`config.mk`:
```
export PLATFORM = sky130hd
export DESIGN_NAME = nic_ager_mc_flat
export DESIGN_NICKNAME = d
export VERILOG_FILES = /design/src/rtl/nic_ager_mc_pkg.sv /design/src/rtl/nic_ager_mc_if.sv /design/src/rtl/nic_ager_mc_retry_fifo.sv /design/src/rtl/nic_ager_mc.sv /design/src/flat_wrapper.sv
export SDC_FILE = /design/constraint.sdc
export NUM_CORES = 1
export LEC_CHECK = 0
export ABC_AREA = 1
export BUFFER_PORTS_ARGS = -buffer_cell sky130_fd_sc_hd__buf_4
export CORE_UTILIZATION = 30
export DETAILED_ROUTE_END_ITERATION = 12
export PLACE_DENSITY_LB_ADDON = 0.2
export SLEW_MARGIN = 20
export SYNTH_ARGS = -nofsm -noshare
export SYNTH_HDL_FRONTEND = slang
export SYNTH_SLANG_ARGS = --single-unit
```
`constraint.sdc`:
```
create_clock -name clk_i -period 5.43 [get_ports clk_i]
set_input_delay 0.8145 -clock clk_i [delete_from_list [all_inputs] [get_ports clk_i]]
set_output_delay 0.8145 -clock clk_i [all_outputs]
set_load 0.01 [all_outputs]
```
`src/rtl/nic_ager_mc_pkg.sv`:
```
// Shared packet types, ring constants and small helpers for the NIC ring ager.
package nic_pkg;

  localparam logic [5:0] NIC_BCAST_DID = 6'd63;

  typedef enum logic [1:0] {
    PT_REQ   = 2'd0,
    PT_RESP  = 2'd1,
    PT_RETRY = 2'd2,
    PT_IRQ   = 2'd3
  } pkt_type_e;

  typedef struct packed {
    logic [5:0]  sid;
    logic [5:0]  did;
    pkt_type_e   typ;
    logic [3:0]  age;
    logic [15:0] data;
  } packet_t;

  typedef struct packed {
    logic [5:0] sid;
    logic [5:0] did;
    logic [3:0] age;
    logic [7:0] vec;
  } ipacket_t;

  function automatic logic nic_valid(input logic [5:0] sid, input logic [5:0] did);
    return (sid | did) != 6'd0;
  endfunction

  function automatic logic [3:0] age_inc(input logic [3:0] age);
    return (age == 4'hF) ? age : age + 4'd1;
  endfunction

  function automatic logic [15:0] sat_add16(input logic [15:0] cnt, input logic [3:0] inc);
    logic [16:0] sum;
    sum = {1'b0, cnt} + {13'd0, inc};
    return sum[16] ? 16'hFFFF : sum[15:0];
  endfunction

endpackage

```
`src/rtl/nic_ager_mc_if.sv`:
```
// Ring-side bundle of the ager: request, retry and interrupt channels plus status.
// Slot semantics: a slot is valid when sid|did != 0; there is no backpressure, every slot advances each cycle.
interface nic_ager_mc_if #(parameter int NCH = 2);

  nic_pkg::packet_t [NCH-1:0] packet_i;
  nic_pkg::packet_t [NCH-1:0] packet_o;
  nic_pkg::packet_t           rpacket_i;
  nic_pkg::packet_t           rpacket_o;
  nic_pkg::ipacket_t          ipacket_i;
  nic_pkg::ipacket_t          ipacket_o;
  logic                       rq_full_o;
  logic [15:0]                stat_expired_o;
  logic [15:0]                stat_rdrop_o;

  modport master (
    output packet_i, rpacket_i, ipacket_i,
    input  packet_o, rpacket_o, ipacket_o, rq_full_o, stat_expired_o, stat_rdrop_o
  );

  modport slave (
    input  packet_i, rpacket_i, ipacket_i,
    output packet_o, rpacket_o, ipacket_o, rq_full_o, stat_expired_o, stat_rdrop_o
  );

endinterface

```
`src/rtl/nic_ager_mc_retry_fifo.sv`:
```
// Small synchronous FIFO holding generated retry packets until a free retry slot appears.
module nic_retry_fifo
  import nic_pkg::*;
#(
  parameter int RQ_DEPTH = 4
) (
  input  logic    clk_i,
  input  logic    rst_ni,
  input  logic    push,
  input  logic    pop,
  input  packet_t din,
  output packet_t head,
  output logic    full,
  output logic    empty
);

  localparam int PW = $clog2(RQ_DEPTH);
  localparam int CW = $clog2(RQ_DEPTH + 1);

  packet_t         mem [RQ_DEPTH];
  logic [PW-1:0]   wr_ptr;
  logic [PW-1:0]   rd_ptr;
  logic [CW-1:0]   count;
  logic [CW-1:0]   count_n;
  logic            do_push;
  logic            do_pop;

  assign do_push = push && !full;
  assign do_pop  = pop && !empty;
  assign empty   = (count == '0);
  assign head    = mem[rd_ptr];

  always_comb begin
    count_n = count;
    if (do_push && !do_pop)      count_n = count + CW'(1);
    else if (!do_push && do_pop) count_n = count - CW'(1);
  end

  always_ff @(posedge clk_i) begin
    if (do_push) mem[wr_ptr] <= din;
  end

  // full is registered from the post-update occupancy so it is clean at the port
  always_ff @(posedge clk_i or negedge rst_ni) begin
    if (!rst_ni) begin
      wr_ptr <= '0;
      rd_ptr <= '0;
      count  <= '0;
      full   <= 1'b0;
    end else begin
      if (do_push) wr_ptr <= wr_ptr + PW'(1);
      if (do_pop)  rd_ptr <= rd_ptr + PW'(1);
      count <= count_n;
      full  <= (count_n == CW'(RQ_DEPTH));
    end
  end

endmodule

```
`src/rtl/nic_ager_mc.sv`:
```
// Per-node ring ager: ages and expires packets, turns stalled requests into retries,
// injects queued retries into empty retry slots and keeps saturating drop statistics.
module nic_ager_mc
  import nic_pkg::*;
#(
  parameter int NCH        = 2,
  parameter int RETRY_AGE  = 7,
  parameter int EXPIRE_AGE = 15,
  parameter int BCAST_AGE  = 3,
  parameter int RQ_DEPTH   = 4
) (
  input  logic         clk_i,
  input  logic         rst_ni,
  nic_ager_mc_if.slave bus
);

  packet_t [NCH-1:0] pkt_n;
  packet_t [NCH-1:0] pkt_q;
  logic    [NCH-1:0] qual;
  logic    [NCH-1:0] exp_ch;

  for (genvar c = 0; c < NCH; c++) begin : g_ch
    packet_t p_in;
    packet_t p_nxt;
    logic    q_c;
    logic    e_c;

    assign p_in = bus.packet_i[c];

    always_comb begin
      p_nxt = '0;
      q_c   = 1'b0;
      e_c   = 1'b0;
      if (nic_valid(p_in.sid, p_in.did)) begin
        q_c = (int'(p_in.age) == RETRY_AGE);
        if (int'(p_in.age) >= EXPIRE_AGE) begin
          e_c = 1'b1;
        end else begin
          p_nxt     = p_in;
          p_nxt.age = age_inc(p_in.age);
        end
      end
    end

    assign pkt_n[c]  = p_nxt;
    assign qual[c]   = q_c;
    assign exp_ch[c] = e_c;
  end

  logic       sel_found;
  logic       push;
  logic       pop;
  logic       full;
  logic       empty;
  packet_t    rq_entry;
  packet_t    rq_head;
  logic [3:0] n_qual;
  logic [3:0] n_drop;
  logic [3:0] n_exp;

  // Lowest qualifying channel owns the single push; the rest are counted as drops
  always_comb begin
    sel_found = 1'b0;
    rq_entry  = '0;
    n_qual    = '0;
    for (int c = 0; c < NCH; c++) begin
      if (qual[c]) begin
        n_qual = n_qual + 4'd1;
        if (!sel_found) begin
          sel_found    = 1'b1;
          rq_entry     = bus.packet_i[c];
          rq_entry.sid = bus.packet_i[c].did;
          rq_entry.did = bus.packet_i[c].sid;
          rq_entry.typ = PT_RETRY;
          rq_entry.age = '0;
        end
      end
    end
  end

  assign push   = sel_found && !full;
  assign n_drop = n_qual - {3'd0, push};

  packet_t  rp_n;
  ipacket_t ip_n;
  logic     exp_r;
  logic     exp_i;

  always_comb begin
    rp_n  = '0;
    exp_r = 1'b0;
    pop   = 1'b0;
    if (!nic_valid(bus.rpacket_i.sid, bus.rpacket_i.did)) begin
      if (!empty) begin
        pop  = 1'b1;
        rp_n = rq_head;
      end
    end else if (int'(bus.rpacket_i.age) >= EXPIRE_AGE) begin
      exp_r = 1'b1;
    end else begin
      rp_n     = bus.rpacket_i;
      rp_n.age = age_inc(bus.rpacket_i.age);
    end
  end

  always_comb begin
    ip_n  = '0;
    exp_i = 1'b0;
    if (nic_valid(bus.ipacket_i.sid, bus.ipacket_i.did)) begin
      if (int'(bus.ipacket_i.age) >= EXPIRE_AGE ||
          (bus.ipacket_i.did == NIC_BCAST_DID && int'(bus.ipacket_i.age) > BCAST_AGE)) begin
        exp_i = 1'b1;
      end else begin
        ip_n     = bus.ipacket_i;
        ip_n.age = age_inc(bus.ipacket_i.age);
      end
    end
  end

  always_comb begin
    n_exp = {3'd0, exp_r} + {3'd0, exp_i};
    for (int c = 0; c < NCH; c++) n_exp = n_exp + {3'd0, exp_ch[c]};
  end

  nic_retry_fifo #(.RQ_DEPTH(RQ_DEPTH)) u_fifo (
    .clk_i  (clk_i),
    .rst_ni (rst_ni),
    .push   (push),
    .pop    (pop),
    .din    (rq_entry),
    .head   (rq_head),
    .full   (full),
    .empty  (empty)
  );

  packet_t     rp_q;
  ipacket_t    ip_q;
  logic [15:0] stat_exp_q;
  logic [15:0] stat_rdrop_q;

  always_ff @(posedge clk_i or negedge rst_ni) begin
    if (!rst_ni) begin
      pkt_q        <= '0;
      rp_q         <= '0;
      ip_q         <= '0;
      stat_exp_q   <= '0;
      stat_rdrop_q <= '0;
    end else begin
      pkt_q        <= pkt_n;
      rp_q         <= rp_n;
      ip_q         <= ip_n;
      stat_exp_q   <= sat_add16(stat_exp_q, n_exp);
      stat_rdrop_q <= sat_add16(stat_rdrop_q, n_drop);
    end
  end

  assign bus.packet_o       = pkt_q;
  assign bus.rpacket_o      = rp_q;
  assign bus.ipacket_o      = ip_q;
  assign bus.rq_full_o      = full;
  assign bus.stat_expired_o = stat_exp_q;
  assign bus.stat_rdrop_o   = stat_rdrop_q;

endmodule
```
`src/flat_wrapper.sv`:
```
// flat-port wrapper written by rule: the top's interface ports become plain ports
module nic_ager_mc_flat import nic_pkg::*;
#(
  parameter int NCH        = 2,
  parameter int RETRY_AGE  = 7,
  parameter int EXPIRE_AGE = 15,
  parameter int BCAST_AGE  = 3,
  parameter int RQ_DEPTH   = 4
)
  (clk_i, rst_ni, bus_packet_i, bus_rpacket_i, bus_ipacket_i, bus_packet_o, bus_rpacket_o, bus_ipacket_o, bus_rq_full_o, bus_stat_expired_o, bus_stat_rdrop_o);
  nic_ager_mc_if #(.NCH(NCH)) bus_i ();
  input  logic clk_i;
  input  logic rst_ni;
  input wire logic [$bits(bus_i.packet_i)-1:0] bus_packet_i;
  input wire logic [$bits(bus_i.rpacket_i)-1:0] bus_rpacket_i;
  input wire logic [$bits(bus_i.ipacket_i)-1:0] bus_ipacket_i;
  output wire logic [$bits(bus_i.packet_o)-1:0] bus_packet_o;
  output wire logic [$bits(bus_i.rpacket_o)-1:0] bus_rpacket_o;
  output wire logic [$bits(bus_i.ipacket_o)-1:0] bus_ipacket_o;
  output wire logic [$bits(bus_i.rq_full_o)-1:0] bus_rq_full_o;
  output wire logic [$bits(bus_i.stat_expired_o)-1:0] bus_stat_expired_o;
  output wire logic [$bits(bus_i.stat_rdrop_o)-1:0] bus_stat_rdrop_o;
  assign bus_i.packet_i = bus_packet_i;
  assign bus_i.rpacket_i = bus_rpacket_i;
  assign bus_i.ipacket_i = bus_ipacket_i;
  assign bus_packet_o = bus_i.packet_o;
  assign bus_rpacket_o = bus_i.rpacket_o;
  assign bus_ipacket_o = bus_i.ipacket_o;
  assign bus_rq_full_o = bus_i.rq_full_o;
  assign bus_stat_expired_o = bus_i.stat_expired_o;
  assign bus_stat_rdrop_o = bus_i.stat_rdrop_o;
  nic_ager_mc #(.NCH(NCH), .RETRY_AGE(RETRY_AGE), .EXPIRE_AGE(EXPIRE_AGE), .BCAST_AGE(BCAST_AGE), .RQ_DEPTH(RQ_DEPTH)) u_core (.clk_i(clk_i), .rst_ni(rst_ni), .bus(bus_i));
endmodule
```
==> results of run 1 <==
-- cells in the mapped netlist, drive strengths merged, types with 3 or more instances --
cell type	count	area, um2
nor2	133	549
a32o	17	170
buf	22	153
ha	25	313
nor4	3	18.8
a21oi	22	110
a22o	8	70.1
or2	7	43.8
dfrtp	166	4150
xor2	9	78.8
edfxtp	116	3480
nand4	7	43.8
clkbuf	23	86.3
o21ai	60	304
fa	3	60.1
nor3	18	101
nand2	292	1100
o22ai	12	75.1
inv	118	443
nand3	69	360
-- metrics by stage --
| stage | instance area [um2] | instances | setup slack [ns] | util |
|---|---|---|---|---|
| after floorplan | 11800 | 1140 | 1.50 | - |
| after global routing | 15500 | 1974 | 0.958 | 0.401 |
| final | 15500 | 1974 | 1.36 | 0.401 |
| after CTS | 15500 | 1974 | 1.37 | 0.401 |
| after global placement | 14500 | 1910 | 0.921 | 0.373 |
| after detailed placement | 14500 | 1910 | 0.812 | 0.373 |
-- routing by layer --
layer  GRT usage  wire [um]  vias to the layer above
li1            -          -                     4313
met1       0.227      15400                     4238
met2       0.255      14800                      216
met3      0.0462       2130                       53
met4      0.0635        944                        0
met5           0          0                        -
-- cell families after synthesis --
family,share of synthesized area
and+or+nand+nor,0.190
DFF,0.647
buffers and inverters,0.0581
AOI/OAI and AO/OA,0.0658
adders and majority gates,0.0316
xor gates and xnor gates,0.00742
-- final cells by class --
cell class	instances	area share
clock inverters	12	0.00652
multi-input cells	694	0.224
well taps	518	0.0417
inverters	119	0.0287
repair buffers	297	0.144
flip-flops and latches	282	0.491
clock buffers	52	0.0630
-- registers in the layout, summed over array words and instances, names as in the netlist --
register	count
u_core.u_fifo.full	1
u_core.bus.stat_rdrop_o	16
u_core.u_fifo.count	3
u_core.bus.stat_expired_o	16
u_core.bus.packet_o	68
u_core.bus.ipacket_o	24
u_core.bus.rpacket_o	34
u_core.u_fifo.mem	116
u_core.u_fifo.wr_ptr	2
u_core.u_fifo.rd_ptr	2
-- worst max-delay path, cell delays in order --
cell	delay, ns
buf_4	0.09
ha_1	0.16
nand2_1	0.07
nor2_1	0.28
inv_2	0.27
nor2_1	0.36
ha_1	0.30
inv_1	0.08
fa_1	0.42
inv_1	0.07
ha_1	0.16
inv_1	0.05
fa_1	0.41
o21ai_2	0.25
nand3_2	0.16
nor2_4	0.15
nand2_2	0.20
o21ai_1	0.14
a21o_1	0.09
-- final timing paths --
check | endpoint | slack [ns] | cells past startpoint
setup / recovery | u_core.bus.stat_expired_o[13] | 1.36 | 19
setup reg to reg | u_core.bus.stat_rdrop_o[5] | 2.66 | 13
min in group clk_i | u_core.bus.packet_o[16] | 0.47 | 2
max in group asynchronous | u_core.bus.packet_o[32] | 4.31 | 2
hold / removal | u_core.bus.rpacket_o[4] | 0.43 | 2
hold reg to reg | u_core.bus.stat_expired_o[11] | 0.53 | 2
-- power groups by stage --
stage	sequential (uW)	clock (uW)	combinational (uW)
2_1_floorplan	2590	0	340
6_report	2520	2200	826
3_5_place_dp	2560	0	840
4_1_cts	2520	2280	844
3_3_place_gp	2550	0	831
5_1_grt	2540	2360	925
==> summary.md, run 1 <==
| Metric | Value |
|---|---|
| Run status | finished clean |
| Syn Nets | 1296 |
| Hold WC Path Type | input pin to asynchronous set/reset pin |
| Setup TNS Final | 0 ns |
| Worst EP required | 5.90 ns |
| Most frequent cells in the layout | buf_4, nand2_1, dfrtp_1 |
| Pwr/cell area | 357 mW/mm2 |
| Initial drt markers | 450 |
| Initial antenna violation count | 0 |
| CP max FO | 27 |
| Clk Latency, worst-skew pair | 0.54 ns |
| Global route overflow | 0 |
| Num rows | around 70 |
| Max Clock Freq | 0.246 GHz |
| Sw Ratio | 0.265 |
| Die H | 200 um |
| Largest net degree at the start of global routing | 167 |
| WHS | 0.433 ns |
| CTS root buffer | clkbuf_16 |
| Cells after Synth | 1140 |
| Total Power | around 5500 uW |
| Die width | 200 um |
| # nets final | 1585 |
| IO Port Bufs | 286 |
| DRC | 0 |
| WL/cell | 16.9 um |
| Fin. max-slew vios | 0 |
| Worst Setup SP | bus_rpacket_i[16] |
| VDD IR max | 237 uV |
| Int Pwr | between 4000 and 5000 uW |
| Total number of vias | 8820 |
| Yosys warnings | 0 |
| Clock power frac | 0.397 |
| Avg Cell Area, Syn | 10.4 um2 |
| Reg2reg start | u_core.u_fifo.full |
| Arrival time at the worst endpoint | 4.54 ns |
| Slew margin rel. | 0.292 |
| Sw Pwr | 1470 uW |
| # H-tree levels | 2 |
| Reg power frac | 0.454 |
| Die footprint | approximately 0.040 mm2 |
| Register area share after synthesis | 0.647 |
| P&R area growth vs syn | 31.7% |
| Register area | 0.00764 mm2 |
| All-Layer GR Usage | 0.168 |
| Synth cell types | 41 |
| Detailed placement HPWL | 23.3 mm |
| CTS tree | done |
| Filler cell count | 3887 |
| Max Cap Viol | 0 |
| Vias in the first global route | 8937 |
| Post-DRT Antenna Nets | 0 |
| Vias per std cell | around 4.5 |
| Detailed Route WL | about 33 mm |
| Critical Path Start Type | input pin |
| Skew final | 0.0251 ns |
| Worst Tran Pin Value | 1.06 ns |
| Combinational share of power | 0.149 |
| Crit. End Element | register |
| Hold buffers post-CTS | 0 |
| Ys flop type | dfrtp_1 |
| Most common cell after layout, fill and taps aside | buf_4 |
| Routability cong. | approximately 0.81 |
| Period utilization | 0.749 |
| CTS buffer count | 35 |
| Starting Density | 0.305 |
| Critical path type | input pin to register |
| Post-CTS sizing | 0 |
| Post-route minimum period | 4.07 ns |
| Finish-stage setup viols | 0 |
| Post-CTS Setup Inserts | 0 |
| Post-synth EDFFs | 116 |
| Unrepaired setup endpoints after global routing | no |
| Global-route wire length before repair | 51.7 mm |
| Mapped Area | between 0.01 and 0.015 mm2 |
| Flops & latches, synth | 282 |
| Reg clk slew, reported paths | 0.06 ns |
| Number of I/O pins | 287 |
| Layout cells sized above 1 | 0.262 |
| Core box area | 0.0387 mm2 |
| ANT cells | 0 |
| Async S/R FF share, synth | 0.589 |
| CTS max path bufs | 3 |
| Drt pass-1 iters | 5 |
| Area of the multi-input gates | 0.00349 mm2 |
| # clock sinks | 282 |
| Hold Vio Cnt, Final | 0 |
| Leak Pwr | about 0.0073 uW |
Power figures use the tool's default switching activity.
==> run 2, diff against run 1 <==
==> constraint.sdc (replaced) <==
create_clock -name clk_i -period 4.2 [get_ports clk_i]
set_input_delay 0.63 -clock clk_i [delete_from_list [all_inputs] [get_ports clk_i]]
set_output_delay 0.63 -clock clk_i [all_outputs]
set_load 0.01 [all_outputs]
==> summary.md, run 2 (synthesized netlist as in run 1, its figures left out) <==
| Metric | Value |
|---|---|
| Initial drt markers | 515 (+14%) |
| # H-tree levels | 2 (unchanged) |
| Clk Latency, worst-skew pair | 0.53 ns (about the same) |
| Global-route wire length before repair | 51.1 mm (-1.0%) |
| IO Port Bufs | 286 (unchanged) |
| Post-Layout Cell Count | 1980 (+0.30%) |
| Crit path cell chain | buf_4 > nor2_1 > nand2_1 > nor2_2 > nand2_1 > inv_1 > nor2_1 > ha_1 > inv_1 > fa_1 > inv_1 > ha_1 > inv_1 > fa_1 > o21ai_2 > nand3_2 > nor2_4 > nand2_2 > o21ai_1 > a21o_1 |
| Max reg flops | 116 (unchanged) |
| Reg power frac | 0.440 (-0.014) |
| Max Clock Freq | about 0.30 GHz |
| Detailed Route WL | 33.1 mm (-0.63%) |
| Routability cong. | 0.814 (+0.51%) |
| Starting Density | 0.305 (unchanged) |
| Most frequent cells in the layout | buf_4, nand2_1, dfrtp_1 |
| Largest Register | u_core.u_fifo.mem |
| Arrival time at the worst endpoint | 3.84 ns (-0.70 ns) |
| P&R area growth vs syn | 33.0% |
| Vias in the first global route | 8774 (-1.8%) |
| Crit. End Element | register |
| Unrepaired setup endpoints after global routing | no |
| Period utilization | 0.805 |
| Vias per std cell | 4.47 (about the same) |
| Detailed placement HPWL | 23.3 mm (about the same) |
| Met1 WL | 15.5 mm (+0.26%) |
| CTS root buffer | clkbuf_16 |
| Routed met2 length | 15.0 mm (+1.4%) |
| CTS buffer count | 34 (-2.9%) |
| Setup TNS Final | 0 ns (unchanged) |
| Combinational share of power | 0.142 (-0.007) |
| Skew final | 0.0131 ns (-0.0120 ns) |
| Post-CTS sizing | 0 (unchanged) |
| Critical path type | input pin to register |
| Max layer used | met4 |
| CP max-delay cell | fa_1 |
| Slew margin rel. | 0.296 (+0.00362) |
| Global route overflow | 0 (unchanged) |
| Post-route minimum period | ~3.4 ns |
| CP max FO | 14 (-48%) |
| # nets final | 1592 (+0.44%) |
| DRC | 0 (unchanged) |
| Length of routed met3 wiring | 1.99 mm (-6.5%) |
| Hold WC Path Type | input pin to asynchronous set/reset pin |
| Critical Path Start Type | input pin |
| All-Layer GR Usage | 0.165 (-0.00241) |
| CTS tree | done |
| Most common cell after layout, fill and taps aside | buf_4 |
| Layout cells sized above 1 | 0.265 (+0.00371) |
| Worst Setup SP | bus_rpacket_i[25] |
| Num rows | 72 (unchanged) |
| VDD IR max | 248 uV (+4.5%) |
| Clock power frac | 0.418 (+0.021) |
| Sw Ratio | 0.256 (-0.00933) |
| Hold buffers post-CTS | 0 (unchanged) |
| Worst path most repeated cell | inv_1 |
| Reg clk slew, reported paths | 0.06 ns (about the same) |
| WL/cell | 16.7 um (-0.93%) |
| Total number of vias | 8842 (+0.25%) |
| Pwr/cell area | 471 mW/mm2 (+32%) |
| CTS max path bufs | 3 (unchanged) |
| Crit path largest cell delay | 0.44 ns (+0.02 ns) |
| Reg2reg start | u_core.u_fifo.full |
| ANT cells | 0 (unchanged) |
| Initial antenna violation count | 0 (unchanged) |
| DP Cell Count | 1918 (+0.42%) |
| Die footprint | 0.0401 mm2 (unchanged) |
| Run status | finished clean |
| Post-DRT Antenna Nets | 0 (unchanged) |
| Post-CTS Setup Inserts | 0 (unchanged) |
| Worst EP required | 4.66 ns (-1.24 ns) |
| Core box area | 0.0387 mm2 (unchanged) |
| Number of I/O pins | 287 (unchanged) |
| Largest net degree at the start of global routing | 86 (-49%) |
| # clock sinks | 282 (unchanged) |
| Sw Pwr | 1890 uW (+29%) |
| Drt pass-1 iters | 5 (unchanged) |
| Leak Pwr | 0.00739 uW (+1.1%) |
| Int Pwr | 5510 uW (+35%) |
| Fin. max-slew vios | 0 (unchanged) |
| Die H | 200 um (unchanged) |
| Max Cap Viol | 0 (unchanged) |
| Die width | 200 um (unchanged) |
| Finish-stage setup viols | 0 (unchanged) |
| Hold Vio Cnt, Final | 0 (unchanged) |
| Worst Tran Pin Value | 1.05 ns (-0.00542 ns) |
-- run 2: cell count changes in the layout (fill, tap and decap cells not counted) --
cell	before	now
buf_4	295	303
bufinv_16	1	6
clkbuf_1	13	10
clkbuf_16	35	34
clkbuf_8	4	3
clkinv_1	2	4
clkinv_2	4	3
clkinv_8	0	1
clkinvlp_4	2	0
inv_4	1	0
inv_6	3	2
-- run 2: critical path, delay by kind of cell --
kind / cells / cell delay, ns
buf+inv: 5 / 0.45
fa+ha+maj: 4 / 1.28
compound gates: 3 / 0.48
simple gates: 8 / 0.99
-- run 2: power groups by stage --
stage                     logic (uW)  registers, uW  clock network (uW)
after detailed placement        1070           3310                   0
after global placement          1060           3300                   0
final                           1050           3250                3090
after floorplan                  440           3350                   0
after global routing            1170           3280                3290
after CTS                       1070           3260                3200
-- run 2: worst paths after layout --
check                                                end  slack [ns]  depth (start not counted)
max in group asynchronous    u_core.bus.stat_rdrop_o[11]        3.14                          2
min in group clk_i               u_core.bus.ipacket_o[8]        0.28                          2
max reg2reg                   u_core.bus.stat_rdrop_o[9]        1.66                         12
max                        u_core.bus.stat_expired_o[13]        0.82                         20
min reg2reg                  u_core.bus.stat_rdrop_o[14]        0.54                          2
min                              u_core.bus.rpacket_o[2]        0.18                          1
-- run 2: layout make-up --
class / count / area, um2
inverters: 119 / 447
clock buffers: 47 / 930
fillers: 3855 / 23000
well taps: 518 / 648
multi-input cells: 694 / 3490
flip-flops and latches: 282 / 7640
repair buffers: 305 / 2310
clock inverters: 15 / 240
-- run 2: metrics by stage --
step,instance area (um2),power [uW],hold WS (ns),worst slack [ns],utilization
floorplan,11800,3790,0.334,0.450,-
global placement,14500,4370,0.521,0.311,0.375
detailed placement,14500,4380,0.527,0.253,0.375
CTS,15700,7530,0.148,0.807,0.405
global route,15700,7750,0.231,0.471,0.405
finish,15700,7400,0.176,0.819,0.405
-- run 2: routing by layer --
| layer | vias up | GRT usage |
|---|---|---|
| met5 | - | 0 |
| met1 | 4240 | 0.228 |
| li1 | 4332 | - |
| met4 | 0 | 0.0480 |
| met3 | 38 | 0.0425 |
| met2 | 232 | 0.256 |
==> run 3, diff against run 2 <==
==> constraint.sdc (replaced) <==
create_clock -name clk_i -period 3 [get_ports clk_i]
set_input_delay 0.45 -clock clk_i [delete_from_list [all_inputs] [get_ports clk_i]]
set_output_delay 0.45 -clock clk_i [all_outputs]
set_load 0.01 [all_outputs]
==> summary.md, run 3 (synthesized netlist as in run 1, its figures left out) <==
| Metric | Value |
|---|---|
| Run status | finished clean |
| Skew final | 0.0108 ns (-0.00235 ns) |
| CP max FO | 8 (-6) |
| Die footprint | 0.0401 mm2 (unchanged) |
| Most frequent cells in the layout | buf_4, nand2_1, dfrtp_1 |
| Die width | 200 um (unchanged) |
| Core box area | 0.0387 mm2 (unchanged) |
| Fin area | 0.0166 mm2 (+5.7%) |
| Layout cells sized above 1 | 0.337 (+0.0718) |
| Reg2reg setup slack | 0.74 ns (-0.92 ns) |
| # H-tree levels | 2 (unchanged) |
| Drt pass-1 iters | 5 (unchanged) |
| Initial drt markers | 430 (-17%) |
| Finish-stage setup viols | 0 (unchanged) |
| Hold WC Path Type | input pin to register |
| Worst Tran Pin Value | 0.705 ns (-0.350 ns) |
| Initial antenna violation count | 4 (+4) |
| Arrival time at the worst endpoint | 3.26 ns (-0.58 ns) |
| Leak Pwr | 0.00788 uW (+6.7%) |
| Setup TNS Final | 0 ns (unchanged) |
| Worst EP required | 3.44 ns (-1.22 ns) |
| Global-route wire length before repair | 52.7 mm (+3.1%) |
| Worst Min Path Start | bus_ipacket_i[0] |
| Area of the multi-input gates | 0.00373 mm2 (+7.0%) |
| Hold EP | u_core.bus.ipacket_o[0] |
| P&R area growth vs syn | 40.6% |
| Largest net degree at the start of global routing | 75 (-13%) |
| Crit path cell chain | buf_4 > inv_1 > nand4_1 > nor2_1 > nand2_1 > nand2_1 > inv_2 > ha_4 > inv_2 > fa_1 > inv_1 > ha_2 > inv_2 > fa_2 > o21ai_2 > nand3_2 > nor2_4 > nand2_4 > buf_12 > nand3_2 |
| Detailed Route WL | 33.3 mm (+0.61%) |
| # clock sinks | 282 (unchanged) |
| Fin. max-slew vios | 0 (unchanged) |
| Hold path cells | 3 |
| Routability cong. | 0.840 (+3.2%) |
| CP max-delay cell | fa_1 |
| Clk Latency, worst-skew pair | 0.51 ns (-0.02 ns) |
| Max reg flops | 116 (unchanged) |
| Reg clk slew, reported paths | 0.06 ns (about the same) |
| Filler cell count | 3793 (-1.6%) |
| Total Power | 10100 uW (+36%) |
| VDD IR max | 360 uV (+45%) |
| Worst path most repeated cell | inv_2 |
| All-Layer GR Usage | 0.168 (+0.00304) |
| Vias in the first global route | 9263 (+5.6%) |
| Most common cell after layout, fill and taps aside | buf_4 |
| # nets final | 1686 (+5.9%) |
| Reg-to-Reg End | u_core.bus.stat_rdrop_o[7] |
| Critical Path Start Type | input pin |
| Die H | 200 um (unchanged) |
| Critical path type | input pin to register |
| Total number of vias | 9086 (+2.8%) |
| Period utilization | 0.938 |
| IO Port Bufs | 286 (unchanged) |
| Register area | 0.00764 mm2 (unchanged) |
| R2r worst-path depth | 14 (+2) |
| Hold Vio Cnt, Final | 0 (unchanged) |
| Number of I/O pins | 287 (unchanged) |
| CTS buffer count | 34 (unchanged) |
| Starting Density | 0.305 (unchanged) |
| Pwr/cell area | 608 mW/mm2 (+29%) |
| Reg2reg start | u_core.u_fifo.full |
| Global route overflow | 0 (unchanged) |
| Crit. End Element | register |
| Post-route minimum period | about 2.8 ns |
| Max Clock Freq | 0.355 GHz |
| Post-DRT Antenna Nets | 0 (unchanged) |
| Vias per std cell | 4.39 (-1.8%) |
| ANT cells | 0 (unchanged) |
| Crit path largest cell delay | 0.45 ns (about the same) |
| DP Area | 0.0155 mm2 (+6.6%) |
| Largest Register | u_core.u_fifo.mem |
| WL/cell | 16.1 um (-3.9%) |
| CTS tree | done |
| WHS | 0.168 ns (-0.00831 ns) |
| Slew margin rel. | 0.529 (+0.234) |
| Num rows | 72 (unchanged) |
| CTS root buffer | clkbuf_16 |
| Detailed placement HPWL | 24.3 mm (+4.6%) |
| DRC | 0 (unchanged) |
| Unrepaired setup endpoints after global routing | no |
| CTS max path bufs | 3 (unchanged) |
| Final core occ | 0.428 (+0.0231) |
| Max Cap Viol | 0 (unchanged) |
run 3: changes by cell type in the layout (fill, tap and decap cells not counted), moves of 5 or more:
cell,before,now
bufinv_16,6,1
nor2_4,1,8
ha_1,25,16
inv_2,12,18
nand2_1,290,282
buf_4,303,389
buf_12,1,7
ha_4,0,7
nand3_2,3,12
inv_1,106,98
nand3_1,66,57
nor2_1,122,114
run 3: worst max-delay path: cells and delay by family:
| family | cells | cell delay [ns] |
|---|---|---|
| simple gates | 8 | 0.80 |
| compound gates | 1 | 0.17 |
| buf+inv | 7 | 0.60 |
| fa+ha+maj | 4 | 1.24 |
run 3: layout make-up:
type                       count  area share
sequential                   282       0.460
multi-input combinational    694       0.225
timing repair buffer         399       0.187
clock buffer                  48      0.0563
tap                          518      0.0391
inverter                     119      0.0274
clock inverter                12     0.00535
run 3: per-stage QoR:
step           setup slack [ns]  cells
2_1_floorplan            -0.240   1140
3_3_place_gp             -0.419   2008
3_5_place_dp             -0.462   2008
4_1_cts                  0.0711   2069
5_1_grt                 0.00424   2072
6_report                  0.186   2072
run 3: worst max-delay path by stage:
stage | from | end | slack [ns] | cells after the start
after floorplan | bus_packet_i[27] | u_core.bus.stat_rdrop_o[5] | -0.24 | 22
after global placement | bus_rpacket_i[22] | u_core.bus.stat_expired_o[9] | -0.42 | 20
after detailed placement | bus_rpacket_i[23] | u_core.bus.stat_expired_o[7] | -0.46 | 20
after CTS | bus_rpacket_i[23] | u_core.bus.stat_expired_o[3] | 0.07 | 20
after global routing | bus_ipacket_i[17] | u_core.bus.stat_expired_o[14] | 0.004 | 20
final | bus_ipacket_i[20] | u_core.bus.stat_expired_o[6] | 0.19 | 20
run 3: power by group:
part	internal, uW	switching, uW	total [uW]
registers	4350	224	4580
clock network	2260	1590	3850
logic	803	861	1660
total	7420	2670	10100
run 3: timing repair:
action                                  4_1_cts  5_1_grt
endpoints found under the setup margin        0       18
gates resized for setup                       0       15
hold endpoints to repair                     57        0
hold buffers                                  1        0
buffers inserted                              0        3
run 3: metal layers:
metal,vias to the layer above,track usage,part of all wire
met2,230,0.266,0.45
met3,56,0.0511,0.071
met4,8,0.0433,0.019
li1,4515,-,-
met1,4277,0.224,0.45
met5,-,0,0.0017
